File: src/rtl/alu_md_sequencer_pkg.sv
// Shared definitions for the ALU decoder / multiply-divide sequencer:
// ALU opcodes, main-control class encodings, MD funct3 codes, FSM states.
package alu_md_sequencer_pkg;

    typedef enum logic [3:0] {
        ALU_ADD    = 4'b0000,
        ALU_SUB    = 4'b0001,
        ALU_AND    = 4'b0010,
        ALU_OR     = 4'b0011,
        ALU_XOR    = 4'b0100,
        ALU_SLL    = 4'b0101,
        ALU_SRL    = 4'b0110,
        ALU_SRA    = 4'b0111,
        ALU_SLT    = 4'b1000,
        ALU_SLTU   = 4'b1001,
        ALU_PASS_B = 4'b1010
    } alu_opcode_e;

    localparam logic [2:0] CLS_R      = 3'b000;
    localparam logic [2:0] CLS_I      = 3'b001;
    localparam logic [2:0] CLS_LDST   = 3'b010;
    localparam logic [2:0] CLS_BRANCH = 3'b011;
    localparam logic [2:0] CLS_LUI    = 3'b100;

    localparam logic [6:0] FUNCT7_MD = 7'b0000001;

    typedef enum logic [2:0] {
        MD_MUL    = 3'b000,
        MD_MULH   = 3'b001,
        MD_MULHSU = 3'b010,
        MD_MULHU  = 3'b011,
        MD_DIV    = 3'b100,
        MD_DIVU   = 3'b101,
        MD_REM    = 3'b110,
        MD_REMU   = 3'b111
    } md_funct3_e;

    typedef enum logic [1:0] {
        ST_IDLE = 2'b00,
        ST_CALC = 2'b01,
        ST_DONE = 2'b10
    } md_state_e;

endpackage

File: src/rtl/alu_md_sequencer_md_iter_unit.sv
// Iterative multiply/divide datapath: magnitude operands, shared hi/lo
// accumulator, step counter. Divide stepping only with ALU_MD_DIV_EN.
module md_iter_unit
    import alu_md_sequencer_pkg::*;
#(
    parameter int WIDTH = 32
) (
    input  logic             clk,
    input  logic             reset,
    input  logic             start,
    input  logic             step,
    input  logic [2:0]       funct3,
    input  logic [WIDTH-1:0] rs1,
    input  logic [WIDTH-1:0] rs2,
    output logic             last,
    output logic [WIDTH-1:0] result
);

    localparam int CW = $clog2(WIDTH);

    logic [WIDTH-1:0]   hi_q, lo_q, opb_q;
    logic [WIDTH-1:0]   hi_d, lo_d;
    logic [CW-1:0]      cnt_q;
    logic [2:0]         op_q;
    logic               neg_q;
    logic               s1, s2;
    logic [WIDTH-1:0]   mag1, mag2;
    logic [WIDTH:0]     sum;
    logic [2*WIDTH-1:0] prod;
`ifdef ALU_MD_DIV_EN
    logic               neg_rem_q;
    logic [WIDTH:0]     shifted;
    logic [WIDTH+1:0]   diff;
    logic [WIDTH-1:0]   quo, rem;
`endif

    // Operand signs by op, then magnitudes fed to the unsigned core
    always_comb begin
        s1 = 1'b0;
        s2 = 1'b0;
        case (funct3)
            MD_MUL, MD_MULH, MD_DIV, MD_REM: begin
                s1 = rs1[WIDTH-1];
                s2 = rs2[WIDTH-1];
            end
            MD_MULHSU: s1 = rs1[WIDTH-1];
            default: ;
        endcase
        mag1 = s1 ? -rs1 : rs1;
        mag2 = s2 ? -rs2 : rs2;
    end

    // One shift-add (multiply) or restoring shift-subtract (divide) step
    always_comb begin
        hi_d    = hi_q;
        lo_d    = lo_q;
        sum     = '0;
`ifdef ALU_MD_DIV_EN
        shifted = {hi_q, lo_q[WIDTH-1]};
        diff    = {1'b0, shifted} - {2'b00, opb_q};
        if (op_q[2]) begin
            // extra top bit keeps a zero divisor from ever borrowing
            if (!diff[WIDTH+1]) begin
                hi_d = diff[WIDTH-1:0];
                lo_d = {lo_q[WIDTH-2:0], 1'b1};
            end else begin
                hi_d = shifted[WIDTH-1:0];
                lo_d = {lo_q[WIDTH-2:0], 1'b0};
            end
        end else
`endif
        begin
            sum          = {1'b0, hi_q} + (lo_q[0] ? {1'b0, opb_q} : '0);
            {hi_d, lo_d} = {sum, lo_q[WIDTH-1:1]};
        end
    end

    // Sign fix-up of the post-step accumulator, registered by the caller
    always_comb begin
        prod   = neg_q ? -{hi_d, lo_d} : {hi_d, lo_d};
        result = (op_q == MD_MUL) ? prod[WIDTH-1:0] : prod[2*WIDTH-1:WIDTH];
`ifdef ALU_MD_DIV_EN
        quo = neg_q ? -lo_d : lo_d;
        rem = neg_rem_q ? -hi_d : hi_d;
        if (op_q[2]) begin
            result = op_q[1] ? rem : quo;
        end
`endif
    end

    assign last = (cnt_q == CW'(WIDTH - 1));

    // Load operands on start, advance one step per enabled cycle
    always_ff @(posedge clk or negedge reset) begin
        if (!reset) begin
            hi_q      <= '0;
            lo_q      <= '0;
            opb_q     <= '0;
            cnt_q     <= '0;
            op_q      <= '0;
            neg_q     <= 1'b0;
`ifdef ALU_MD_DIV_EN
            neg_rem_q <= 1'b0;
`endif
        end else if (start) begin
            hi_q      <= '0;
            lo_q      <= mag1;
            opb_q     <= mag2;
            cnt_q     <= '0;
            op_q      <= funct3;
            // divide by zero keeps an all-ones quotient regardless of sign
            neg_q     <= (s1 ^ s2) & ~(funct3[2] & ~|rs2);
`ifdef ALU_MD_DIV_EN
            neg_rem_q <= s1;
`endif
        end else if (step) begin
            hi_q  <= hi_d;
            lo_q  <= lo_d;
            cnt_q <= cnt_q + CW'(1);
        end
    end

endmodule

File: src/rtl/alu_md_sequencer.sv
// ALU opcode decoder plus multi-cycle multiply/divide sequencer FSM.
// Define ALU_MD_DIV_EN to build divide hardware; otherwise divides
// complete in one cycle with a zero result.
module alu_md_sequencer
    import alu_md_sequencer_pkg::*;
#(
    parameter int WIDTH    = 32,
    parameter int ALU_OP_W = 3
) (
    input  logic                clk,
    input  logic                reset,
    input  logic [6:0]          funct7_i,
    input  logic [2:0]          funct3_i,
    input  logic [ALU_OP_W-1:0] ALU_Op_i,
    input  logic                valid_i,
    input  logic [WIDTH-1:0]    rs1_i,
    input  logic [WIDTH-1:0]    rs2_i,
    output logic [3:0]          ALU_Operation_o,
    output logic                stall_o,
    output logic                md_done_o,
    output logic [WIDTH-1:0]    md_result_o
);

`ifdef ALU_MD_DIV_EN
    localparam bit DIV_EN = 1'b1;
`else
    localparam bit DIV_EN = 1'b0;
`endif

    md_state_e        state_q, state_d;
    alu_opcode_e      alu_op;
    logic             is_r, is_i, md_dec;
    logic             unit_start, unit_step, unit_last;
    logic [WIDTH-1:0] unit_result;

    assign is_r   = (ALU_Op_i == ALU_OP_W'(CLS_R));
    assign is_i   = (ALU_Op_i == ALU_OP_W'(CLS_I));
    assign md_dec = is_r && (funct7_i == FUNCT7_MD);

    // ALU opcode decode from instruction class, funct3 and funct7
    always_comb begin
        alu_op = ALU_ADD;
        if ((is_r && !md_dec) || is_i) begin
            case (funct3_i)
                3'b000:  alu_op = (is_r && funct7_i[5]) ? ALU_SUB : ALU_ADD;
                3'b001:  alu_op = ALU_SLL;
                3'b010:  alu_op = ALU_SLT;
                3'b011:  alu_op = ALU_SLTU;
                3'b100:  alu_op = ALU_XOR;
                3'b101:  alu_op = funct7_i[5] ? ALU_SRA : ALU_SRL;
                3'b110:  alu_op = ALU_OR;
                default: alu_op = ALU_AND;
            endcase
        end else if (ALU_Op_i == ALU_OP_W'(CLS_BRANCH)) begin
            alu_op = ALU_SUB;
        end else if (ALU_Op_i == ALU_OP_W'(CLS_LUI)) begin
            alu_op = ALU_PASS_B;
        end
        ALU_Operation_o = alu_op;
    end

    assign stall_o = valid_i && md_dec && (state_q != ST_DONE);

    // Next-state and control for the IDLE/CALC/DONE sequencer
    always_comb begin
        state_d    = state_q;
        unit_start = 1'b0;
        unit_step  = 1'b0;
        md_done_o  = 1'b0;
        case (state_q)
            ST_IDLE: begin
                if (valid_i && md_dec) begin
                    if (funct3_i[2] && !DIV_EN) begin
                        state_d = ST_DONE;
                    end else begin
                        state_d    = ST_CALC;
                        unit_start = 1'b1;
                    end
                end
            end
            ST_CALC: begin
                unit_step = 1'b1;
                if (unit_last) begin
                    state_d = ST_DONE;
                end
            end
            ST_DONE: begin
                md_done_o = 1'b1;
                state_d   = ST_IDLE;
            end
            default: state_d = ST_IDLE;
        endcase
    end

    // State register
    always_ff @(posedge clk or negedge reset) begin
        if (!reset) begin
            state_q <= ST_IDLE;
        end else begin
            state_q <= state_d;
        end
    end

    // Result is captured on entry to DONE so it is valid with md_done_o
    always_ff @(posedge clk or negedge reset) begin
        if (!reset) begin
            md_result_o <= '0;
        end else if (state_q == ST_CALC && unit_last) begin
            md_result_o <= unit_result;
        end else if (state_q == ST_IDLE && state_d == ST_DONE) begin
            md_result_o <= '0;
        end
    end

    md_iter_unit #(
        .WIDTH(WIDTH)
    ) u_iter (
        .clk    (clk),
        .reset  (reset),
        .start  (unit_start),
        .step   (unit_step),
        .funct3 (funct3_i),
        .rs1    (rs1_i),
        .rs2    (rs2_i),
        .last   (unit_last),
        .result (unit_result)
    );

endmodule

File: config.mk
export PLATFORM = sky130hd
export DESIGN_NAME = alu_md_sequencer
export DESIGN_NICKNAME = d
export VERILOG_FILES = /design/src/rtl/alu_md_sequencer_pkg.sv /design/src/rtl/alu_md_sequencer_md_iter_unit.sv /design/src/rtl/alu_md_sequencer.sv
export SDC_FILE = /design/constraint.sdc
export NUM_CORES = 1
export LEC_CHECK = 0
export ABC_AREA = 1
export CAP_MARGIN = 20
export CORE_MARGIN = 2
export CORE_UTILIZATION = 54
export DETAILED_ROUTE_END_ITERATION = 10
export MAX_ROUTING_LAYER = met4
export PLACE_DENSITY = 0.85
export SLEW_MARGIN = 20
export SYNTH_ARGS = -nofsm -noshare
export SYNTH_HDL_FRONTEND = slang
export SYNTH_SLANG_ARGS = --single-unit
File: constraint.sdc
create_clock -name clk -period 4 [get_ports clk]
set_input_delay 0.8 -clock clk [delete_from_list [all_inputs] [get_ports clk]]
set_output_delay 0.8 -clock clk [all_outputs]
set_load 0.01 [all_outputs]
==> summary by stage <==
Status
The run finished with clean final reports.

Timing
The worst pin sits at a relative slew slack of 0.347. The sum of negative setup slack is 0 ns. The slew of the pin with the lowest slew margin is 0.974 ns. The maximum achievable frequency is 284 MHz.

Clock skew on the completed layout was measured at 0.0131 ns. The worst-case setup margin in the final layout is 0.475 ns. The shortest clock period the worst path allows after layout is 3.52 ns. The post-route clock period utilization is 0.881. Setup repair after global routing left no endpoint under its margin. The final max-slew violation count is 0. The number of endpoints with negative hold slack in the final report is 0.

The final setup violation count is 0.

Critical path
The family with the most delay on the worst path is buffers and inverters. STA classifies the critical path endpoint as a primary output. In this run the number of cells on the critical path is 5.

For this run, the slowest stage of the critical path takes 0.65 ns. The critical path startpoint is funct3_i[2]. The cell count of the worst reg-to-reg path is 22. The kind of start point of the critical path is an input port. The startpoint of the worst-slack reg-to-reg timing path is u_iter.lo_q[0]$_DFFE_PN0P_. The arrival time of data at the critical path endpoint is 2.72 ns. Among all stages on the critical path, the largest delay is contributed by clkdlybuf4s50_1. Walking the worst path, the cells encountered are clkdlybuf4s50_1, nor2_1, o311ai_0, a32o_1, clkdlybuf4s50_1. The data required time at the worst endpoint is 3.20 ns.

The setup path with the least slack is of type input port to primary output. Counting both buffers and inverters, the worst setup path holds a total of 2. The cell that appears most often on the critical path is clkdlybuf4s50_1.

The peak fanout along the critical path is 7.

Synth
The number of nets handed over by synthesis was 2050. Averaged over all synthesized cells, the footprint is 6.18 um2. For this run, the register share of the synthesized area comes to 0.291. The most instantiated flip-flop cell in the synthesis netlist is dfrtp_1. In this run, synthesis inferred 0 flip-flops with an integrated enable. Summed over all instances, the cell type with the most area after synthesis is dfrtp_1.

In the synthesized netlist the async set-or-reset flop fraction comes to 1.00. The area share of the largest cell type after synthesis is 0.291. During synthesis, Yosys emitted a total of 0 warnings. After synthesis the netlist holds a flip-flop and latch count of 139.

Yosys attributes the largest share of cell area to dfrtp_1, nand2_1, inv_1. In this run the cell area of the synthesized design comes to 11900 um2. Counting distinct cell types in the post-synthesis netlist gives 51. The gate count after technology mapping is 1932.

Global routing
The number of global-route vias before repair came to 11.8k. Across every metal layer, demand over resource in global routing totals 0.338. The number of antenna violations at the first check in global routing was 0.

Entering global routing, the biggest net connects 87 pins. The overall overflow remaining after global route is 0. The first global-routing pass estimated 61.3 mm of wire.

Final layout
The number of antenna diodes in the final layout is 0. Summing all non-filler instances in the final layout gives an area of 14000 um2. Relative to the synthesized area, the layout overhead comes to 16.9%. The multi-input combinational cells in the finished layout cover a total of 7170 um2. The share of layout cells above drive strength 1 is 0.0514.

Once layout is complete, the cells apart from fillers number 2321. Across the whole layout, storage elements account for 3480 um2. The net total in the final layout is 2146. The number of filler cells placed in the layout is 2069.

Floorplan
Measured along the y axis, the die boundary spans 153 um. The floorplan has 54 rows. The initial cell density of the core is 0.549. The die covers 23300 um2.

The area inside the core boundary is 21800 um2. The die outline width is 153 um. Pin placement for this block handled 118 I/O pins.

Clocking
The number of clock sinks is 139. The clock-pin slew reported for the worst setup and hold paths after clock tree synthesis is 0.06 ns. The tree is rooted in a clkbuf_16.

At the later pin of the worst-skew pair, clock insertion delay measures 0.43 ns. Gates resized during post-CTS repair numbered 0. The TritonCTS buffer count is 17. Once the clock tree was built, the setup fixing pass inserted 0 buffers. The buffer levels on the longest clock path is 2.

TritonCTS built the clock tree. The quantity of hold-fixing buffers added after cts is 0. The H-tree was split into 4 levels.

Routing
The initial DRC count is 1389. The routed layout has 12.8k vias. For this run, design rule violations remaining after detail routing come to 0.

Dividing the detail-routed wire length by the instance count gives 16.7 um. The detailed-route wire length is 38.7 mm. Before antenna repair, the detailed router went through 6 iterations. The via count normalized by instance count is 5.51. The number of antenna-violating nets in the routed design is 0.

Placed design
The number of I/O port buffers is 117. The number of placed instances with taps included is 2288. At the placement stage, the worst setup path has a slack of 0.493 ns. Once placement finished, the instance area stood at 13400 um2. The congestion estimate from routability-driven global placement came to 0.994.

Summed over all nets, the half-perimeter wirelength after detailed placement is 30.2 mm.

Pwr
The maximum VDD drop is 0.309 mV. For this design the static power due to leakage is 7.08 nW. Power comes to 5.21 mW.

For this design the ratio of total power to cell area is 373 nW/um2.

Job
The max capacitance violation total is 0.

Worst hold path
The classification of the worst-slack hold path is input port to async pin.
[power breakdown]
part | internal, mW | switching [mW]
sequential | 1.59 | 0.197
clock | 0.871 | 0.710
combinational | 0.587 | 1.26
total | 3.04 | 2.17
[path summary, 6_finish.rpt]
| kind | endpoint | slack (ns) |
|---|---|---|
| setup / recovery | ALU_Operation_o[0] | 0.48 |
| hold reg to reg | md_result_o[29]$_DFFE_PN0P_ | 0.48 |
| hold / removal | u_iter.opb_q[8]$_DFFE_PN0P_ | 0.44 |
| max in group asynchronous | md_result_o[28]$_DFFE_PN0P_ | 2.77 |
| min in group clk | md_result_o[29]$_DFFE_PN0P_ | 0.48 |
| setup reg to reg | md_result_o[20]$_DFFE_PN0P_ | 0.52 |
[routing by layer]
| metal | GRT usage | up-vias | wire [um] |
|---|---|---|---|
| li1 | - | 6360 | - |
| met4 | 0.100 | 0 | 987 |
| met1 | 0.471 | 5878 | 17600 |
| met2 | 0.515 | 491 | 17300 |
| met5 | - | - | 0 |
| met3 | 0.0475 | 61 | 2830 |
[synthesized netlist by cell type (all sizes together), types with 7 or more instances]
cell	count
a21oi	77
a31oi	8
buf	12
clkbuf	45
dfrtp	139
ha	37
inv	287
nand2	612
nand3	115
nand3b	15
nand4	19
nor2	202
nor3	37
o21ai	203
o22ai	8
o31ai	8
or2	7
xnor2	15
xor2	47
[per-stage QoR]
step / hold WS (ns) / utilization
2_1_floorplan: 0.437 / -
3_3_place_gp: 0.462 / 0.615
3_5_place_dp: 0.465 / 0.615
4_1_cts: 0.469 / 0.641
5_1_grt: 0.500 / 0.642
6_report: 0.442 / 0.642
[cell type report]
| type | instances | share of cell area |
|---|---|---|
| Clock buffer | 18 | 0.0307 |
| Inverter | 290 | 0.0779 |
| Clock inverter | 14 | 0.00976 |
| Timing Repair Buffer | 134 | 0.0945 |
| Tap cell | 280 | 0.0251 |
| Sequential cell | 139 | 0.249 |
| Multi-Input combinational cell | 1446 | 0.513 |
[registers in the layout, summed over array words and instances, names as in the netlist]
signal,flops
md_result_o,32
state_q,2
u_iter.cnt_q,5
u_iter.hi_q,32
u_iter.lo_q,32
u_iter.neg_q,1
u_iter.op_q,3
u_iter.opb_q,32
[cells by family after synthesis]
logic type,after synthesis,synth area share
fa+ha+maj,38,0.0404
xor+xnor,62,0.0467
compound gates,326,0.147
simple gates,1019,0.364
buf+inv,347,0.110
mux,1,0.000838
flops,139,0.291
[worst reg2reg max path, cell delays in order (launching register included)]
cell     delay, ns
dfrtp_1       0.44
buf_4         0.22
buf_4         0.19
nand2_1       0.08
inv_1         0.04
ha_1          0.36
nand2_1       0.16
inv_1         0.05
nand2_1       0.06
nand2_1       0.10
a21oi_1       0.22
nand2_1       0.13
nand2_1       0.07
nand2_1       0.15
nor2_1        0.19
and2_1        0.18
nand3_1       0.08
nor2_1        0.20
nor2_1        0.10
nand2_1       0.09
nand2_1       0.05
o21ai_1       0.14
nand2_1       0.06
[layout by cell type, fill, tap and decap left out, types with 5 or more instances in the layout]
| cell | count |
|---|---|
| buf_4 | 15 |
| a21oi_1 | 75 |
| o21ai_1 | 13 |
| nor3_1 | 28 |
| a31oi_1 | 8 |
| ha_1 | 37 |
| nand2_1 | 598 |
| dfrtp_1 | 139 |
| xnor2_1 | 13 |
| inv_6 | 5 |
| clkbuf_16 | 17 |
| inv_1 | 286 |
| nand2_2 | 13 |
| o22ai_1 | 8 |
| nor2_1 | 188 |
| nor4_1 | 6 |
| nor3_2 | 7 |
| o21ai_0 | 189 |
| nand3b_1 | 15 |
| clkdlybuf4s50_1 | 116 |
| nand4_1 | 19 |
| o31ai_1 | 8 |
| nor2_2 | 10 |
| nand3_2 | 7 |
| or2_2 | 6 |
| xor2_1 | 47 |
| a32o_1 | 5 |
| nand3_1 | 108 |
Note: power is estimated with default switching activity, not from simulation.
